### src/rtl/mesh_router_param.sv
// Parametrised five-port XY mesh router: per-input FIFOs, per-output round-robin
// arbitration with credit flow control, and a registered crossbar. Ports N=0,S=1,E=2,W=3,L=4.
module mesh_router_param #(
  parameter int         DATA_W  = 16,
  parameter int         COORD_W = 4,
  parameter int         DEPTH   = 4,
  parameter int         XCOORD  = 0,
  parameter int         YCOORD  = 0,
  parameter logic [4:0] PORT_EN = 5'b11111
) (
  input  logic                clk,
  input  logic                rst,
  input  logic [4:0]          in_valid,
  input  logic [5*DATA_W-1:0] in_data,
  output logic [4:0]          credit_out,
  output logic [4:0]          out_valid,
  output logic [5*DATA_W-1:0] out_data,
  input  logic [4:0]          credit_in,
  output logic [4:0]          err_overflow,
  output logic [4:0]          err_noroute
);
  // Handshake: a flit is transferred on every cycle in_valid/out_valid is high; there is
  // no ready. Back-pressure is purely credit-based: one credit pulse per freed FIFO slot.

  localparam int PW = $clog2(DEPTH);
  localparam int CW = $clog2(DEPTH) + 1;
  localparam logic [CW-1:0]      FULL_C = CW'(DEPTH);
  localparam logic [COORD_W-1:0] MY_X   = COORD_W'(XCOORD);
  localparam logic [COORD_W-1:0] MY_Y   = COORD_W'(YCOORD);

  logic [DATA_W-1:0] mem_q [5][DEPTH];
  logic [PW-1:0]     wr_ptr_q [5];
  logic [PW-1:0]     wr_ptr_d [5];
  logic [PW-1:0]     rd_ptr_q [5];
  logic [PW-1:0]     rd_ptr_d [5];
  logic [CW-1:0]     count_q  [5];
  logic [CW-1:0]     count_d  [5];
  logic [CW-1:0]     credit_q [5];
  logic [CW-1:0]     credit_d [5];
  logic [2:0]        rr_ptr_q [5];
  logic [2:0]        rr_ptr_d [5];
  logic [DATA_W-1:0] out_data_q [5];
  logic [DATA_W-1:0] out_data_d [5];
  logic [4:0]        out_valid_q, out_valid_d;
  logic [4:0]        credit_out_q, credit_out_d;
  logic [4:0]        err_ovf_q, err_ovf_d;
  logic [4:0]        err_nr_q, err_nr_d;

  logic [DATA_W-1:0] head [5];
  logic [2:0]        tgt [5];
  logic [4:0]        req [5];
  logic [3:0]        pick [5];
  logic [2:0]        grant_idx [5];
  logic [4:0]        grant_v;
  logic [4:0]        nonempty, full, noroute, pop, push;

  function automatic logic [2:0] xy_route(input logic [DATA_W-1:0] flit);
    logic [COORD_W-1:0] dx;
    logic [COORD_W-1:0] dy;
    logic [2:0]         r;
    dx = flit[2*COORD_W-1:COORD_W];
    dy = flit[COORD_W-1:0];
    if (dx > MY_X)      r = 3'd2;
    else if (dx < MY_X) r = 3'd3;
    else if (dy > MY_Y) r = 3'd0;
    else if (dy < MY_Y) r = 3'd1;
    else                r = 3'd4;
    return r;
  endfunction

  // Returns {found, index}; search starts at ptr and wraps modulo 5.
  function automatic logic [3:0] rr_pick(input logic [4:0] rq, input logic [2:0] ptr);
    logic [3:0] r;
    int         idx;
    r = 4'b0;
    for (int k = 0; k < 5; k++) begin
      idx = (int'(ptr) + k) % 5;
      if (!r[3] && rq[idx]) r = {1'b1, 3'(idx)};
    end
    return r;
  endfunction

  always_comb begin
    for (int i = 0; i < 5; i++) begin
      head[i]     = mem_q[i][rd_ptr_q[i]];
      tgt[i]      = xy_route(head[i]);
      nonempty[i] = PORT_EN[i] && (count_q[i] != '0);
      full[i]     = (count_q[i] == FULL_C);
      noroute[i]  = nonempty[i] && !PORT_EN[tgt[i]];
    end
    for (int o = 0; o < 5; o++) begin
      for (int i = 0; i < 5; i++) begin
        req[o][i] = nonempty[i] && (tgt[i] == 3'(o)) && PORT_EN[o] && (credit_q[o] != '0);
      end
    end
    // A head with no existing target is discarded so it cannot block its FIFO.
    pop = noroute;
    for (int o = 0; o < 5; o++) begin
      pick[o]      = rr_pick(req[o], rr_ptr_q[o]);
      grant_v[o]   = pick[o][3];
      grant_idx[o] = pick[o][2:0];
      if (grant_v[o]) pop[grant_idx[o]] = 1'b1;
    end
  end

  always_comb begin
    for (int i = 0; i < 5; i++) begin
      push[i]      = in_valid[i] && PORT_EN[i] && (!full[i] || pop[i]);
      err_ovf_d[i] = err_ovf_q[i] | (in_valid[i] && PORT_EN[i] && full[i] && !pop[i]);
      err_nr_d[i]  = err_nr_q[i] | noroute[i];
      wr_ptr_d[i]  = wr_ptr_q[i] + PW'(push[i]);
      rd_ptr_d[i]  = rd_ptr_q[i] + PW'(pop[i]);
      count_d[i]   = count_q[i] + CW'(push[i]) - CW'(pop[i]);
    end
    for (int o = 0; o < 5; o++) begin
      credit_d[o] = credit_q[o];
      if (grant_v[o] && !credit_in[o])
        credit_d[o] = credit_q[o] - CW'(1);
      else if (!grant_v[o] && credit_in[o] && (credit_q[o] != FULL_C))
        credit_d[o] = credit_q[o] + CW'(1);
      rr_ptr_d[o]    = rr_ptr_q[o];
      if (grant_v[o]) rr_ptr_d[o] = (grant_idx[o] == 3'd4) ? 3'd0 : grant_idx[o] + 3'd1;
      out_valid_d[o] = grant_v[o];
      out_data_d[o]  = grant_v[o] ? head[grant_idx[o]] : '0;
    end
    credit_out_d = pop;
  end

  always_ff @(posedge clk) begin
    if (!rst) begin
      for (int i = 0; i < 5; i++) begin
        wr_ptr_q[i]   <= '0;
        rd_ptr_q[i]   <= '0;
        count_q[i]    <= '0;
        credit_q[i]   <= FULL_C;
        rr_ptr_q[i]   <= '0;
        out_data_q[i] <= '0;
      end
      out_valid_q  <= '0;
      credit_out_q <= '0;
      err_ovf_q    <= '0;
      err_nr_q     <= '0;
    end else begin
      for (int i = 0; i < 5; i++) begin
        wr_ptr_q[i]   <= wr_ptr_d[i];
        rd_ptr_q[i]   <= rd_ptr_d[i];
        count_q[i]    <= count_d[i];
        credit_q[i]   <= credit_d[i];
        rr_ptr_q[i]   <= rr_ptr_d[i];
        out_data_q[i] <= out_data_d[i];
      end
      out_valid_q  <= out_valid_d;
      credit_out_q <= credit_out_d;
      err_ovf_q    <= err_ovf_d;
      err_nr_q     <= err_nr_d;
    end
  end

  // Storage has no reset; emptiness is carried entirely by the pointers and count.
  always_ff @(posedge clk) begin
    for (int i = 0; i < 5; i++) begin
      if (push[i]) mem_q[i][wr_ptr_q[i]] <= in_data[i*DATA_W +: DATA_W];
    end
  end

  always_comb begin
    out_data = '0;
    for (int o = 0; o < 5; o++) begin
      if (PORT_EN[o]) out_data[o*DATA_W +: DATA_W] = out_data_q[o];
    end
  end

  assign out_valid    = out_valid_q & PORT_EN;
  assign credit_out   = credit_out_q & PORT_EN;
  assign err_overflow = err_ovf_q & PORT_EN;
  assign err_noroute  = err_nr_q & PORT_EN;

endmodule
### config.mk
export PLATFORM = sky130hd
export DESIGN_NAME = mesh_router_param
export DESIGN_NICKNAME = d
export VERILOG_FILES = /design/src/rtl/mesh_router_param.sv
export SDC_FILE = /design/constraint.sdc
export NUM_CORES = 1
export LEC_CHECK = 0
export BUFFER_PORTS_ARGS = -buffer_cell sky130_fd_sc_hd__buf_2
export CAP_MARGIN = 20
export CORE_MARGIN = 3
export CORE_UTILIZATION = 55
export DETAILED_ROUTE_END_ITERATION = 16
export PLACE_DENSITY_LB_ADDON = 0.15
export SKIP_CTS_REPAIR_TIMING = 1
export SLEW_MARGIN = 20
export SYNTH_ARGS = -nofsm -noshare
export SYNTH_HDL_FRONTEND = slang
export SYNTH_SLANG_ARGS = --single-unit
### constraint.sdc
create_clock -name clk -period 6.7 [get_ports clk]
set_input_delay 0.335 -clock clk [delete_from_list [all_inputs] [get_ports clk]]
set_output_delay 0.335 -clock clk [all_outputs]
set_load 0.01 [all_outputs]
==> summary.md <==
| Metric | Value |
|---|---|
| Status | finished with violations |
| Failing checks | negative hold slack |
| Total count of hold-check failures in the final report | 1 |
| Leading cell type in the layout, fill and taps excluded | edfxtp_1 |
| Slew headroom | 26.7% |
| Largest cells by area after synthesis | edfxtp_1 43%, dfxtp_1 10%, mux4_2 6.8% |
| Clk buf depth | 3 |
| DRC errors left | 0 |
| Yosys Warn Count | 0 |
| Count of buffers inserted at the top-level ports | 150 |
| Total Routed Length | 57200 um |
| R2R setup slack | 330 ps |
| Clock network fraction of design power | 18.2% |
| Yosys reg bits | 434 |
| Initial Util | 56.1% |
| Synth unique cells | 114 |
| Number of global-route vias before repair | 15000 |
| Final max-slew violation count | 0 |
| Switching Share | 42.0% |
| Worst clock skew on the final layout | 25.3 ps |
| Power per cell area | 521 mW/mm2 |
| Number of flops mapped to enable cells by yosys | 320 |
| Inserted Clock Buffers | 43 |
| Max capacitance violation total | 0 |
| Final cycle utilization of the critical path | 95.0% |
| Critical Path Stages | 29 |
| Top achievable clock speed | 157 MHz |
| Clock input transition at the sequential cells of the worst setup and hold paths | 70 ps |
| Routed Antenna Nets | 0 |
| Die Area | 0.0433 mm2 |
| Standard cell core area | 0.0400 mm2 |
| Asr flop ratio synth | 0% |
| Kind of cell with the highest combined delay on the critical path | compound AO/OA/AOI/OAI gates |
| Commonest cells after routing, fill and taps aside | 320 x edfxtp_1, 150 x buf_2, 114 x dfxtp_1 |
| Fraction of layout cells with a size suffix above 1 | 22.6% |
| Top metal layer carrying routed signals | met5 |
| Sequential share of power | 27.5% |
| Transition time at the pin with the least slew margin | 1090 ps |
| Final weighted congestion in routability-driven placement | 0.897 |
| Worst reg-to-reg path cell count | 29 |
| Cell row count | 73 |
| Critical path capture point | count_q[0][2]$_SDFF_PN0_ |
| Post-Syn Instances | 1752 |
| Kind of path behind the tightest hold check | in2reg |
| Share of the synthesized area in the top cell type | 42.8% |
| Setup Crit Path Kind | reg2reg |
| Place WS | 143 ps |
| Cell type with the highest aggregate area in the netlist | edfxtp_1 |
| RR Startpoint | rr_ptr_q[0][13]$_SDFFE_PN0N_ |
| Master of the slowest instance on the critical path | fa_1 |
| Max stage delay on crit path | 380 ps |
| Required time of the critical path | 7130 ps |
| Top-level port count | 192 |
| Sum of met3 wire segment lengths after detailed routing | 3790 um |
| HPWL reported at the end of detailed placement | 41300 um |
| Clk_lat worst skew | 560 ps |
| Starting DRT DRC Count | 1384 |
| Worst setup startpoint | rr_ptr_q[0][13]$_SDFFE_PN0N_ |
| Power share of the combinational group | 54.3% |
| Capture instance of the worst register-to-register path | count_q[0][2]$_SDFF_PN0_ |
| Total clock sinks | 434 |
| Proportion of synthesized chip area in sequential cells | 53.0% |
| Hold Path Cell Cnt | 1 |
| Die outline height | 208 um |
| Multi-input gate area | 0.00993 mm2 |
| CP Buf/Inv Count | 5 |
| Sum of overflow across all layers after global routing | 0 |
| Total global-route track usage | 25.5% |
| Maximum fanout count along the critical path | 9 |
| Prevailing post-synth register cell | edfxtp_1 |
| Worst hold slack | -2.11 ps |
| Pin count of the biggest net entering global routing | 38 |
| Area growth from synthesis to final layout | 16.9% |
| Average cell area after synthesis | 12.8 um2 |
| Detailed-router iteration count before antenna repair | 5 |
| Width of the die | 208 um |
| Master cell of the clock root buffer | clkbuf_16 |
| Leakage component of the power | 10.1 nW |
| Switch Pwr | 5.75 mW |
| Fill cell total of the finished layout | 2934 |
| CP Data Arrival Time | 6790 ps |
| Final net count | 2205 |
| Wire per inst | 22.2 um |
| Met2 routed wirelength | 28200 um |
| First-pass GRT wire length | 87200 um |
| Share of the core filled with cells | 65.6% |
| Minimum clock period | 6370 ps |
| Deepest level of the CTS H-tree | 2 |
| Critical Path Source Type | register |
| Crit end category | register |
| Antenna violations before repair | 4 |
| Number of vias in the routed layout | 15700 |
| Wire length on met1 | 23800 um |
| Number of failing setup endpoints in the final timing report | 0 |
| Worst IR drop on VDD | 0.000309 V |
| Minimum setup slack in the final design | 335 ps |
| Via/cell ratio | 6.08 |
| TritonCTS clock tree | yes |
| Cell area after technology mapping | 0.0224 mm2 |
| Cell-internal power | 7.92 mW |
| Storage element area | 0.0119 mm2 |
worst register-to-register path: cells and delay by family (launching register included):
kind / cells / cell delay [ps]
DFF: 1 / 370
buffers and inverters: 5 / 810
xor gates and xnor gates: 4 / 770
AOI/OAI and AO/OA: 11 / 2290
and+or+nand+nor: 3 / 420
adders and majority gates: 5 / 1260
muxes: 1 / 330
flip-flops by register name, summed over array words and instances, names as in the netlist:
name	cells
count_q	15
credit_out	5
credit_q	9
err_overflow	5
mem_q	320
out_data_q	48
out_valid	3
rd_ptr_q	10
rr_ptr_q	9
wr_ptr_q	10
synth_stat cells, types with 39 or more instances:
master and count:
dfxtp_1 114, ha_1 85, o21ai_0 47, inv_1 80
a21oi_1 64, and2_1 42, buf_4 46, clkbuf_1 39
mux4_2 68, nor3_1 42, xnor2_1 45, edfxtp_1 320
mux2i_1 64, nand2_1 76, nor2_1 86
kinds of logic after synthesis:
logic type / count (synthesis) / synth area share, %
compound gates: 372 / 12.6
xor+xnor: 49 / 1.91
fa+ha+maj: 95 / 5.63
buf+inv: 202 / 4.38
flops: 434 / 53.0
mux: 161 / 11.7
other cells: 1 / 0.0167
simple gates: 438 / 10.8
stage by stage:
step | instance area (um2) | hold WS (ps) | TNS (ps) | cells | total power [mW]
global route | 26200 | -1.36 | -35.0 | 2579 | 14.5
global placement | 24000 | 439 | 0 | 2437 | 10.9
detailed placement | 24000 | 448 | 0 | 2437 | 11.1
floorplan | 22700 | 434 | 0 | 1802 | 9.05
finish | 26200 | -2.11 | 0 | 2579 | 13.7
CTS | 25500 | -32.6 | 0 | 2517 | 13.6
metal layers:
| layer | up-vias | track usage (%) |
|---|---|---|
| met5 | - | 0 |
| li1 | 7218 | - |
| met3 | 98 | 4.40 |
| met1 | 7761 | 35.0 |
| met4 | 6 | 7.11 |
| met2 | 591 | 42.3 |
how the worst min path moves through the flow:
stage                               startpoint  slack, ps                    endpoint
floorplan                           in_data[0]        430       mem_q[0][0]$_DFFE_PP_
global placement    err_overflow[0]$_SDFF_PN0_        440  err_overflow[0]$_SDFF_PN0_
detailed placement  err_overflow[3]$_SDFF_PN0_        450  err_overflow[3]$_SDFF_PN0_
CTS                                in_data[79]        -30     mem_q[0][271]$_DFFE_PP_
global route                        in_data[9]         -1      mem_q[0][25]$_DFFE_PP_
finish                             in_data[58]         -2     mem_q[0][218]$_DFFE_PP_
power groups by stage:
stage | Sequential [mW] | Combinational, mW | Clock (mW)
finish | 3.76 | 7.42 | 2.49
global route | 3.81 | 8.11 | 2.63
CTS | 3.76 | 7.31 | 2.52
detailed placement | 3.80 | 7.27 | 0
global placement | 3.77 | 7.10 | 0
floorplan | 3.71 | 5.34 | 0
cell type report:
cell class                      instances  area share [%]
Timing Repair Buffer                  286            7.34
Clock inverter                         23            1.05
Clock buffer                           57            4.65
Tap cell                              525            2.50
Sequential cell                       434            45.3
Multi-Input combinational cell       1166            37.8
Antenna cell                            1         0.00954
Inverter                               87            1.26
Note: power is estimated with default switching activity, not from simulation.
